## config.mk

```make
export PLATFORM = sky130hd
export DESIGN_NAME = uart_cmd_rx
export DESIGN_NICKNAME = d
export VERILOG_FILES = /design/src/rtl/uart_pkg.sv /design/src/rtl/sync_2ff.sv /design/src/rtl/uart_cmd_rx.sv
export SDC_FILE = /design/constraint.sdc
export NUM_CORES = 1
export LEC_CHECK = 0
export BUFFER_PORTS_ARGS = -buffer_cell sky130_fd_sc_hd__buf_4
export CORE_AREA = 2 2 65 67
export DETAILED_ROUTE_END_ITERATION = 16
export DIE_AREA = 0 0 67 69
export GPL_ROUTABILITY_DRIVEN = 0
export PLACE_DENSITY_LB_ADDON = 0.08
export SETUP_SLACK_MARGIN = 0.2
export SKIP_LAST_GASP = 1
export SYNTH_ARGS = -nofsm -noshare
export SYNTH_HDL_FRONTEND = slang
export SYNTH_SLANG_ARGS = --single-unit
```

## constraint.sdc

```tcl
create_clock -name clk -period 2.17 [get_ports clk]
set_clock_uncertainty 0.15 [all_clocks]
set_input_delay 0 -clock clk [delete_from_list [all_inputs] [get_ports clk]]
set_output_delay 0 -clock clk [all_outputs]
set_load 0.02 [all_outputs]
```

## src/rtl/uart_pkg.sv

```systemverilog
// rtl/uart_pkg.sv - shared UART receiver constants, state encoding and command range
package uart_pkg;

    localparam int DEF_CLK_FREQ = 50000000;
    localparam int DEF_BAUD     = 9600;

    localparam logic [2:0] ST_IDLE      = 3'd0;
    localparam logic [2:0] ST_START     = 3'd1;
    localparam logic [2:0] ST_DATA      = 3'd2;
    localparam logic [2:0] ST_STOP      = 3'd3;
    localparam logic [2:0] ST_WAIT_HIGH = 3'd4;

    typedef enum logic [2:0] {
        IDLE      = ST_IDLE,
        START     = ST_START,
        DATA      = ST_DATA,
        STOP      = ST_STOP,
        WAIT_HIGH = ST_WAIT_HIGH
    } rx_state_t;

    localparam logic [7:0] CMD_MIN = 8'h30;
    localparam logic [7:0] CMD_MAX = 8'h36;

    function automatic logic is_cmd(input logic [7:0] b);
        return (b >= CMD_MIN) && (b <= CMD_MAX);
    endfunction

endpackage

```

## src/rtl/sync_2ff.sv

```systemverilog
// rtl/sync_2ff.sv - single-bit two-flop synchronizer with async reset to RST_VAL
module sync_2ff #(
    parameter logic RST_VAL = 1'b1
) (
    input  logic i_clk,
    input  logic i_rst,
    input  logic i_d,
    output logic o_q
);

    logic r_meta;
    logic r_sync;

    always_ff @(posedge i_clk or posedge i_rst) begin
        if (i_rst) begin
            r_meta <= RST_VAL;
            r_sync <= RST_VAL;
        end else begin
            r_meta <= i_d;
            r_sync <= r_meta;
        end
    end

    assign o_q = r_sync;

endmodule

```

## src/rtl/uart_cmd_rx.sv

```systemverilog
// rtl/uart_cmd_rx.sv - 8N1 UART receiver producing command bytes with done/framing strobes
module uart_cmd_rx
    import uart_pkg::*;
#(
    parameter int CLK_FREQ = DEF_CLK_FREQ,
    parameter int BAUD     = DEF_BAUD
) (
    input  logic       clk,
    input  logic       reset,
    input  logic       rx,
    output logic [7:0] info_received,
    output logic       rx_done,
    output logic       frame_error,
    output logic       busy
);

    localparam int CPB_RAW      = CLK_FREQ / BAUD;
    localparam int CLKS_PER_BIT = (CPB_RAW < 4) ? 4 : CPB_RAW;
    localparam int CNT_W        = $clog2(CLKS_PER_BIT);
    localparam logic [CNT_W-1:0] LAST_CNT = CNT_W'(CLKS_PER_BIT - 1);
    localparam logic [CNT_W-1:0] HALF_CNT = CNT_W'(CLKS_PER_BIT / 2 - 1);

    logic w_rx_s;

    rx_state_t        r_state,    w_state_nxt;
    logic [CNT_W-1:0] r_baud_cnt, w_baud_nxt;
    logic [2:0]       r_bit_idx,  w_bit_nxt;
    logic [7:0]       r_shift,    w_shift_nxt;
    logic [7:0]       r_info,     w_info_nxt;
    logic             r_done,     w_done_nxt;
    logic             r_ferr,     w_ferr_nxt;
    logic             r_busy,     w_busy_nxt;

    sync_2ff #(.RST_VAL(1'b1)) u_sync (
        .i_clk (clk),
        .i_rst (reset),
        .i_d   (rx),
        .o_q   (w_rx_s)
    );

    always_ff @(posedge clk or posedge reset) begin
        if (reset) begin
            r_state    <= IDLE;
            r_baud_cnt <= '0;
            r_bit_idx  <= '0;
            r_shift    <= '0;
            r_info     <= '0;
            r_done     <= 1'b0;
            r_ferr     <= 1'b0;
            r_busy     <= 1'b0;
        end else begin
            r_state    <= w_state_nxt;
            r_baud_cnt <= w_baud_nxt;
            r_bit_idx  <= w_bit_nxt;
            r_shift    <= w_shift_nxt;
            r_info     <= w_info_nxt;
            r_done     <= w_done_nxt;
            r_ferr     <= w_ferr_nxt;
            r_busy     <= w_busy_nxt;
        end
    end

    always_comb begin
        w_state_nxt = r_state;
        w_baud_nxt  = r_baud_cnt;
        w_bit_nxt   = r_bit_idx;
        w_shift_nxt = r_shift;
        w_info_nxt  = r_info;
        w_done_nxt  = 1'b0;
        w_ferr_nxt  = 1'b0;
        w_busy_nxt  = r_busy;

        case (r_state)
            IDLE: begin
                if (!w_rx_s) begin
                    w_baud_nxt  = '0;
                    w_state_nxt = START;
                end
            end
            // Resampling mid start bit rejects short low glitches on an idle line.
            START: begin
                if (r_baud_cnt == HALF_CNT) begin
                    if (w_rx_s) begin
                        w_state_nxt = IDLE;
                    end else begin
                        w_busy_nxt  = 1'b1;
                        w_baud_nxt  = '0;
                        w_bit_nxt   = '0;
                        w_state_nxt = DATA;
                    end
                end else begin
                    w_baud_nxt = r_baud_cnt + 1'b1;
                end
            end
            DATA: begin
                if (r_baud_cnt == LAST_CNT) begin
                    w_shift_nxt[r_bit_idx] = w_rx_s;
                    w_baud_nxt             = '0;
                    if (r_bit_idx == 3'd7) begin
                        w_state_nxt = STOP;
                    end else begin
                        w_bit_nxt = r_bit_idx + 1'b1;
                    end
                end else begin
                    w_baud_nxt = r_baud_cnt + 1'b1;
                end
            end
            STOP: begin
                if (r_baud_cnt == LAST_CNT) begin
                    w_baud_nxt = '0;
                    if (w_rx_s) begin
                        w_info_nxt  = r_shift;
                        w_done_nxt  = 1'b1;
                        w_busy_nxt  = 1'b0;
                        w_state_nxt = IDLE;
                    end else begin
                        w_ferr_nxt  = 1'b1;
                        w_state_nxt = WAIT_HIGH;
                    end
                end else begin
                    w_baud_nxt = r_baud_cnt + 1'b1;
                end
            end
            // A held-low line (break) must go high before a new start is accepted.
            WAIT_HIGH: begin
                if (w_rx_s) begin
                    w_busy_nxt  = 1'b0;
                    w_state_nxt = IDLE;
                end
            end
            default: begin
                w_busy_nxt  = 1'b0;
                w_state_nxt = IDLE;
            end
        endcase
    end

    assign info_received = r_info;
    assign rx_done       = r_done;
    assign frame_error   = r_ferr;
    assign busy          = r_busy;

endmodule

```

Word-level counts from Yosys, hierarchy flattened

Cells that the tools add are included.

Output and inout bits: 11
Flip-flop bits (word level): 40
Input bits: 3

Reductions and logical operators: 11
Add/sub/neg operators: 2
Multiplexer cells: 32
Eq/ne operators: 15
Bitwise operators: 1
Order comparisons: 2

Operator list:

| cell                                                                         | number |
|---|---|
| 13-bit two-way mux                                                           | 3 |
| 13-bit one-hot mux with 3 select lines                                       | 1 |
| 3-bit two-way mux                                                            | 11 |
| 3-bit one-hot mux with 5 select lines                                        | 1 |
| 2-bit != test, second input constant                                         | 7 |
| 13-bit by 1-bit adder with 13-bit output, second input constant              | 1 |
| 13-bit by 12-bit equality test with 1-bit output, second input constant      | 1 |
| 13-bit equality test, second input constant                                  | 1 |
| 1-bit two-way mux                                                            | 11 |
| 8-bit bitwise mux                                                            | 1 |
| 3-bit by 2-bit equality test with 1-bit output, second input constant        | 2 |
| 3-bit equality test, second input constant                                   | 2 |
| 3-bit one-hot mux with 2 select lines                                        | 1 |
| 6-bit AND reduction                                                          | 1 |
| 5-bit AND reduction                                                          | 1 |
| 3-bit by 4-bit less-than comparator with 1-bit output, second input constant | 1 |
| 1-bit one-hot mux with 4 select lines                                        | 1 |
| 4-bit AND reduction                                                          | 1 |
| 2-bit OR reduction                                                           | 2 |
| 3-bit by 1-bit adder with 3-bit output, second input constant                | 1 |
| 1-bit demux with 3-bit select                                                | 1 |
| 3-bit by 1-bit equality test with 1-bit output, second input constant        | 1 |
| 3-bit by 1-bit >= comparator with 1-bit output, second input constant        | 1 |
| 3-bit logical NOT                                                            | 1 |
| other kinds (8)                                                              | 8 |

Logic depth before layout (Yosys ltp)

Gate-level depths: netlist (run 1).

Depth in word-level cells: 5
Depth in mapped cells: 7
Depth with buffers taken out: 6

Cells and area by module

A second synthesis (run 1) with hierarchy kept.

Cells, all modules: 197
Area total of the unflattened synthesis: 2082.0 um2

By module, submodules not included:

| module      | area each (um2) | instances | cells each | seq. area each (um2) |
|---|---|---|---|---|
| uart_cmd_rx | 2025.7          | 1         | 194        | 950.9 |
| sync_2ff    | 56.3            | 1         | 3          | 52.6 |

Worst setup path before layout (run 1)

No wires, ideal clock.

Kind: register to register
From: reg r_baud_cnt[0]
To: reg r_info[0] (netlist: info_received[0])
Library setup time: 125 ps
Clock period less this slack: 2065 ps
Cell stages (with the launch flop): 6
Slack: 105 ps
Buffers on the path: 0
Arrival time: 1790 ps
Required time: 1895 ps
Path through: dfrtp_1 ha_1 nor3b_4 nand4_4 nor3_4 mux2_2

Word-level cells in the longest chain between the ends: 2

RTL lines:

| what                          | RTL line           | text |
|---|---|---|
| start, declared               | uart_cmd_rx.sv:26  | `logic [CNT_W-1:0] r_baud_cnt, w_baud_nxt;` |
| start signal, assigned        | uart_cmd_rx.sv:53  | `r_baud_cnt <= w_baud_nxt;` |
| 13-bit equality test          | uart_cmd_rx.sv:109 | `if (r_baud_cnt == LAST_CNT) begin` |
| 3-bit AND reduction (no line) | n/a                |  |
| end signal, assigned          | uart_cmd_rx.sv:56  | `r_info <= w_info_nxt;` |
| end, declared                 | uart_cmd_rx.sv:29  | `logic [7:0] r_info, w_info_nxt;` |

No other way between the ends.
A chain may end at the register's enable or synchronous reset.

Final worst setup path (run 1)

From: reg r_baud_cnt[4]
To: reg r_info[1] (netlist: info_received[1])

Same word-level chain as after synthesis.

==> impl_metrics.py, run 1 <==
metrics = {
    "status": {
        "outcome": "completed",
    },
    "setup_path": {
        "endpoint_class_of_the_critical_path": "register",
        "regToRegSetupSlack_ns": 0.12,
        "worst-setup-path-type": "register to register",
        "critPathMaxFanout": 9,
        "timing.critical_path.required_ns": 2.19,
        "timing.critical_path.arrival_ns": 2.07,
        "critical_path.reg2reg.startpoint": "r_baud_cnt[4]$_DFFE_PP0P_",
        "critPathLaunchType": "register",
        "r2r_cells": 7,
        "crit-reg2reg-capture": "info_received[1]$_DFFE_PP0P_",
    },
    "synthesis": {
        "async_set_reset_flop_share_out_of_synthesis_pct": 100.0,
        "syn-cell-area_sq_mm": 0.002033,
        "synth_warnings": 0,
        "yosys.cell_types.count": 42,
        "dominantRegCellSynth": "dfrtp_1",
        "synth_edf_count": 0,
        "synth_seq_area_share_pct": 49.35,
        "synthCells": 182,
        "postSynthNetCount": 189,
        "synth_seq_cells": 40,
        "synthesis.area_per_instance_sq_um": 11.17,
    },
    "cells_and_area": {
        "synthToLayoutAreaGrowth_pct": 26.22,
        "layout.area.seq_sq_mm": 0.001006,
        "antenna-diode-count": 0,
        "drive_above_1_share_pct": 38.84,
        "final_core_util_pct": 65.57,
        "multi_input_combinational_cell_area_sq_mm": 0.001056,
        "n_fill_cell": 294,
        "net_count_final": 230,
    },
    "die": {
        "floorplan.core_area_sq_mm": 0.003914,
        "die_h_microns": 69,
        "die-width_microns": 67,
        "overall_die_area_sq_mm": 0.004623,
        "ioPinCount": 14,
        "row_count": 23,
        "initial_core_util_pct": 51.95,
    },
    "placed_design": {
        "dp_hpwl_microns": 2744,
        "dp_slack_ns": -0.04598,
        "portBuffers": 13,
    },
    "sta": {
        "final_setup_violation_count": 0,
        "hold_fails_final_rpt": 0,
        "maxClockFrequency_ghz": 0.4877,
        "drv_slew": 0,
        "fin_crit_sh_pct": 94.50,
        "grt_setup_unrepaired": "yes",
        "slew_headroom_pct": 67.11,
        "timing.final.crit_period_ns": 2.051,
        "worstMarginPinSlew_ns": 0.4933,
        "final_critical_path_setup_slack_ns": 0.1194,
    },
    "clock_tree": {
        "clock_pin_slew_reported_for_the_worst_setup_and_hold_paths_after_clock_tree_synthesis_ns": 0.08,
        "cts_tree": "built",
        "clk_root_buffer_cell": "clkbuf_8",
        "insertion_delay_ns": 0.28,
        "cts_buffer_count": 5,
        "clock_path_buffers": 2,
        "cts_num_sinks": 40,
        "clock_tree.htree_level_count": 2,
    },
    "routing": {
        "antenna_left": 0,
        "detailroute.via_count": 1614,
        "drt_first_pass_iters": 4,
        "avgRoutedWirePerCell_microns": 16.31,
        "post_drt_via_cell_ratio": 5.891,
        "routed_wl_microns": 4470,
        "detailedRoute.firstIterationViolations": 130,
        "detail_route.drc_violations": 0,
    },
    "global_routing": {
        "global_route_wire_length_before_repair_microns": 7410,
        "grt_start_max_net_pins": 41,
        "grt_pass1_vias": 1607,
        "grt.total_usage_pct": 20.80,
        "grt_overflow": 0,
        "number_of_antenna_violations_at_the_first_check_in_global_routing": 0,
    },
    "worst_hold_path": {
        "hold_path.class": "register to register",
        "min_from": "u_sync.r_meta$_DFF_PP1_",
        "cell_depth_of_the_worst_min_delay_path": 0,
        "worstHoldEndpoint": "u_sync.o_q$_DFF_PP1_",
    },
    "run": {
        "timing.max_cap.violations": 0,
    },
    "pwr": {
        "largest_vdd_supply_drop_v": 0.0002532,
        "cellLeakagePower_uw": 0.001277,
        "pwr_density_cell_mw_per_mm2": 496.9,
    },
}
## Yosys cell counts, types with 2 or more instances
library cell	count	area [sq um]
a41oi_1	4	35.03
a31oi_1	7	43.79
o21ai_0	4	20.02
dfstp_2	2	52.55
nand2_1	15	56.30
buf_4	2	15.01
nor4_1	2	12.51
inv_1	9	33.78
a21oi_1	9	45.04
clkbuf_1	3	11.26
a21o_1	2	15.01
ha_1	4	50.05
nand3_1	10	50.05
nor2b_1	2	12.51
nor2_1	11	41.29
mux2_2	18	202.7
nand4_1	4	25.02
dfrtp_1	38	950.9
a22o_1	6	52.55
buf_2	2	10.01
and4bb_2	3	37.54
nor4_2	2	25.02
nand2b_1	4	25.02
## critical path: stages, from the launching register on
cell and delay [ns]:
dfrtp_1 0.40, buf_4 0.15, and4bb_1 0.24, nand4_4 0.14
buf_4 0.20, nor3_4 0.15, buf_12 0.16, mux2_2 0.34
## cells in the final DEF (no fill, tap or decap), drive strengths merged
cell type	synthesis	final
and4bb	4	4
a311oi	2	2
o21ai	4	4
dfrtp	38	38
a41oi	4	4
a32oi	1	1
dlygate4sd3	0	2
and3	1	1
ha	4	4
o211ai	1	1
xor2	1	1
nor2	11	11
nand4	5	5
o31a	1	1
a22o	6	6
nand2	15	15
nor3	2	2
nor2b	2	2
xnor2	1	1
clkbuf	3	8
dfstp	2	2
o21bai	1	1
mux2	18	18
nand2b	4	4
nand3	10	10
and2	1	1
a21oi	9	9
nor4	5	5
a21o	3	6
nor4b	1	1
a31oi	7	7
nor3b	1	1
buf	5	37
inv	9	9
## routing by layer
metal	routed length, microns	share of wire (%)	vias to the layer above	global-route usage [%]
met5	0	0	-	0
met2	2314	52	35	33.22
li1	-	-	756	-
met4	39	0.87	0	8.163
met1	1983	44	819	26.65
met3	132	3.0	4	5.220
## where the power goes
group          internal, uW  leakage (uW)  switching [uW]  total (uW)
combinational          7.21      0.000696            18.0        25.2
sequential              749      0.000535            4.72         753
clock                   259     0.0000455             237         497
## flip-flops by register name, indices dropped and copies added, names as in the netlist
signal         cells
frame_error        1
busy               1
r_shift            8
r_baud_cnt        13
u_sync.r_meta      1
rx_done            1
r_bit_idx          3
info_received      8
r_state            3
u_sync.o_q         1
## cell families after synthesis
group	share of synthesized area, %
XOR/XNOR	0.8617
flip-flops	49.35
multiplexers	9.969
adder cells (fa/ha/maj)	2.462
AND/OR/NAND/NOR	19.75
buffers and inverters	4.000
AO/OA/AOI/OAI	13.60
## how the worst max path moves through the flow
stage                               from                            to  slack [ns]  depth (start not counted)
5_1_grt        r_baud_cnt[1]$_DFFE_PP0P_  info_received[1]$_DFFE_PP0P_        0.05                          7
3_5_place_dp   r_baud_cnt[1]$_DFFE_PP0P_        r_shift[6]$_DFFE_PP0P_       -0.05                          6
3_3_place_gp   r_baud_cnt[1]$_DFFE_PP0P_        r_shift[6]$_DFFE_PP0P_        0.01                          6
2_1_floorplan  r_baud_cnt[1]$_DFFE_PP0P_  info_received[0]$_DFFE_PP0P_        0.20                          5
6_report       r_baud_cnt[4]$_DFFE_PP0P_  info_received[1]$_DFFE_PP0P_        0.12                          7
4_1_cts        r_baud_cnt[1]$_DFFE_PP0P_  info_received[0]$_DFFE_PP0P_        0.11                          7
## stage by stage
stage	cells	hold WS [ns]	TNS (ns)	instance area [sq um]	power, uW
CTS	270	0.2038	0	2496	1287
global placement	249	-0.04148	0	2252	789.2
global route	274	0.2046	0	2566	1333
finish	274	0.2086	0	2566	1275
floorplan	182	-0.1455	0	2037	780.2
detailed placement	249	-0.04052	-0.04801	2252	790.2
## area by class of cell
cell class                 count  area share (%)
clock buffer                   8           3.510
inverter                       9           1.316
multi-input combinational    128           41.15
sequential                    40           39.20
tap                           50           2.438
timing repair buffer          39           12.38
## what timing repair did
item                                    CTS  global route
setup buffers                             9             3
hold buffers                              2             0
pin swaps                                 5             3
gates cloned                              2             1
hold endpoints to repair                 39             0
endpoints found under the setup margin   32            35
resized for setup                         9             9
Note: power is estimated with default switching activity, not from simulation.
==> inputs of run 2 (changes only) <==
--- a/config.mk
+++ b/config.mk
@@ -6,13 +6,14 @@
 export NUM_CORES = 1
 export LEC_CHECK = 0
 export BUFFER_PORTS_ARGS = -buffer_cell sky130_fd_sc_hd__buf_4
-export CORE_AREA = 2 2 65 67
+export CORE_AREA = 2 2 61 63
 export DETAILED_ROUTE_END_ITERATION = 16
-export DIE_AREA = 0 0 67 69
+export DIE_AREA = 0 0 63 65
 export GPL_ROUTABILITY_DRIVEN = 0
 export PLACE_DENSITY_LB_ADDON = 0.08
 export SETUP_SLACK_MARGIN = 0.2
 export SKIP_LAST_GASP = 1
 export SYNTH_ARGS = -nofsm -noshare
 export SYNTH_HDL_FRONTEND = slang
+export SYNTH_HIERARCHICAL = 1
 export SYNTH_SLANG_ARGS = --single-unit
==> constraint.sdc (replaced) <==
create_clock -name clk -period 2.4 [get_ports clk]
set_clock_uncertainty 0.15 [all_clocks]
set_input_delay 0 -clock clk [delete_from_list [all_inputs] [get_ports clk]]
set_output_delay 0 -clock clk [all_outputs]
set_load 0.02 [all_outputs]
==> impl_metrics.py, run 2 <==
metrics = {
    "status": {
        "outcome": "finished with violations",
        "failing_checks": "negative setup slack",
    },
    "synthesis": {
        "dominantRegCellSynth": "dfrtp_1",
        "synthesis.area_per_instance_sq_um": 10.57,
        "netlist.top_cell.by_area": "dfrtp_1",
        "netlist_top_cells_area": "dfrtp_1, mux2_2, a22o_1, nand2_1, dfstp_2",
        "synth_seq_cells": 40,
        "yosys.cell_types.count": 46,
        "synth_edf_count": 0,
        "syn-cell-area_sq_mm": 0.002082,
        "synth_seq_area_share_pct": 48.20,
        "synth_top_area_share_pct": 45.67,
        "synthCells": 197,
        "async_set_reset_flop_share_out_of_synthesis_pct": 100.0,
        "postSynthNetCount": 204,
        "synth_warnings": 6,
        "ys_top_cells_by_count": "dfrtp_1, mux2_2, nand2_1",
        "most_used_standard_cell_by_instance_count_after_synthesis": "dfrtp_1",
    },
    "global_routing": {
        "grt_overflow": 0,
        "grt.total_usage_pct": 27.42,
        "grt_start_max_net_pins": 39,
        "global_route_wire_length_before_repair_microns": 8466,
        "grt_pass1_vias": 1789,
        "number_of_antenna_violations_at_the_first_check_in_global_routing": 0,
    },
    "die": {
        "die_h_microns": 65,
        "row_count": 22,
        "overall_die_area_sq_mm": 0.004095,
        "die-width_microns": 63,
        "initial_core_util_pct": 59.56,
        "ioPinCount": 14,
        "floorplan.core_area_sq_mm": 0.003496,
    },
    "routing": {
        "routed_wl_microns": 5716,
        "post_drt_via_cell_ratio": 6.261,
        "detail_route.drc_violations": 0,
        "avgRoutedWirePerCell_microns": 19.12,
        "drt_first_pass_iters": 5,
        "detailroute.via_count": 1872,
        "detailedRoute.firstIterationViolations": 148,
        "antenna_left": 0,
    },
    "cells_and_area": {
        "net_count_final": 257,
        "final_common_cell": "buf_4",
        "max_flop_register": "r_baud_cnt",
        "final_core_util_pct": 80.67,
        "synthToLayoutAreaGrowth_pct": 35.46,
        "largest_reg_flops": 13,
        "drive_above_1_share_pct": 44.22,
        "most-common-layout-cells": "buf_4, dfrtp_1, nand2_1",
        "antenna-diode-count": 0,
        "fin_area_sq_mm": 0.002820,
    },
    "clock_tree": {
        "cts_tree": "built",
        "clock_tree.htree_level_count": 2,
        "clk_root_buffer_cell": "clkbuf_4",
        "clock_path_buffers": 2,
        "cts_num_sinks": 40,
        "insertion_delay_ns": 0.35,
        "clock_pin_slew_reported_for_the_worst_setup_and_hold_paths_after_clock_tree_synthesis_ns": 0.12,
        "cts_buffer_count": 5,
    },
    "sta": {
        "maxClockFrequency_ghz": 0.3890,
        "final_critical_path_setup_slack_ns": -0.1710,
        "final_setup_violation_count": 37,
        "slew_headroom_pct": 68.22,
        "hold_fails_final_rpt": 0,
        "fin_crit_sh_pct": 107.1,
        "grt_setup_unrepaired": "yes",
        "timing.final.crit_period_ns": 2.571,
        "fin_hold_ws_ns": 0.1207,
        "worstMarginPinSlew_ns": 0.4767,
        "drv_slew": 0,
    },
    "setup_path": {
        "critical_path.reg2reg.startpoint": "r_baud_cnt[1]$_DFFE_PP0P_",
        "timing.critical_path.required_ns": 2.50,
        "worst-setup-path-type": "register to register",
        "regToRegSetupSlack_ns": -0.17,
        "timing.critical_path.arrival_ns": 2.67,
        "endpoint_class_of_the_critical_path": "register",
        "critPathLaunchType": "register",
        "crit-reg2reg-capture": "r_shift[4]$_DFFE_PP0P_",
        "critPathMaxFanout": 4,
        "r2r_cells": 6,
    },
    "pwr": {
        "seq_power_share_pct": 59.4,
        "cellLeakagePower_uw": 0.001375,
        "pwr_density_cell_mw_per_mm2": 407.1,
        "share_clk_of_total_power_pct": 38.5,
        "p_int_uw": 901.1,
        "p_comb_share_pct": 2.1,
        "p_switching_uw": 247.0,
        "largest_vdd_supply_drop_v": 0.0005451,
        "power_switching_share_pct": 21.51,
        "total_power_after_layout_uw": 1148,
    },
    "run": {
        "timing.max_cap.violations": 0,
    },
    "placed_design": {
        "dp_hpwl_microns": 3178,
        "portBuffers": 13,
        "dpl_cell_area_sq_mm": 0.002407,
    },
    "worst_hold_path": {
        "hold_path.class": "primary input to asynchronous set/reset pin",
    },
}
run 2: worst max-delay path by stage:
stage / start / end / slack [ns] / cells after the start
after detailed placement: r_baud_cnt[0]$_DFFE_PP0P_ / r_shift[4]$_DFFE_PP0P_ / -0.22 / 6
after global routing: r_baud_cnt[1]$_DFFE_PP0P_ / busy$_DFFE_PP0P_ / -0.25 / 10
final: r_baud_cnt[1]$_DFFE_PP0P_ / r_shift[4]$_DFFE_PP0P_ / -0.17 / 6
after global placement: r_baud_cnt[0]$_DFFE_PP0P_ / r_shift[4]$_DFFE_PP0P_ / -0.11 / 6
after CTS: r_baud_cnt[0]$_DFFE_PP0P_ / r_shift[4]$_DFFE_PP0P_ / -0.14 / 6
after floorplan: r_baud_cnt[0]$_DFFE_PP0P_ / r_shift[4]$_DFFE_PP0P_ / -0.20 / 6
run 2: cell type report:
type / instances / area, sq um
multi-input combinational: 140 / 1186
sequential: 40 / 1003
fill: 209 / 675.6
timing repair buffer: 57 / 467.9
tap: 48 / 60.06
clock inverter: 3 / 42.54
clock buffer: 5 / 37.54
inverter: 6 / 22.52
run 2: per-stage QoR:
step	setup slack, ns	instances	setup TNS (ns)
global route	-0.2460	299	-5.763
detailed placement	-0.2233	271	-1.547
finish	-0.1710	299	-3.694
CTS	-0.1447	294	-2.251
global placement	-0.1109	271	-0.7165
floorplan	-0.1971	197	-0.6674
run 2: cells by family (layout without fill, tap and decap cells):
logic type / after synthesis / after routing / share of synthesized area [%]
XOR/XNOR: 1 / 1 / 0.4207
AND/OR/NAND/NOR: 78 / 78 / 22.36
AO/OA/AOI/OAI: 37 / 38 / 12.86
adder cells (fa/ha/maj): 4 / 4 / 2.404
multiplexers: 19 / 19 / 10.16
flip-flops: 40 / 40 / 48.20
buffers and inverters: 18 / 71 / 3.606
run 2: critical path, stage by stage (launching register included):
cell and delay [ns]:
dfrtp_1 0.37, ha_2 0.18, or3b_4 0.39, or4_4 0.45, or3_4 0.39, nor3b_4 0.22, mux2_4 0.32
run 2: timing repair:
action | 4_1_cts | 5_1_grt
pin swaps | 5 | 12
endpoints found under the hold margin | 41 | 0
setup buffers | 13 | 4
cloned | 0 | 1
setup endpoints to repair | 35 | 38
hold buffers | 2 | 0
resized for setup | 23 | 15
run 2: layer usage:
layer / vias to the layer above / part of all wire (%) / global-route usage [%]
li1: 829 / - / -
met1: 911 / 36 / 31.62
met2: 107 / 53 / 48.27
met3: 25 / 7.2 / 6.076
met4: 0 / 3.7 / 13.33
met5: - / 0 / 0
run 2: power groups by stage:
| stage | Clock [uW] | Sequential, uW | Combinational (uW) |
|---|---|---|---|
| 5_1_grt | 482 | 684 | 27.7 |
| 4_1_cts | 451 | 682 | 23.5 |
| 6_report | 442 | 682 | 23.9 |
| 2_1_floorplan | 0 | 690 | 16.0 |
| 3_5_place_dp | 0 | 694 | 20.7 |
| 3_3_place_gp | 0 | 694 | 19.8 |
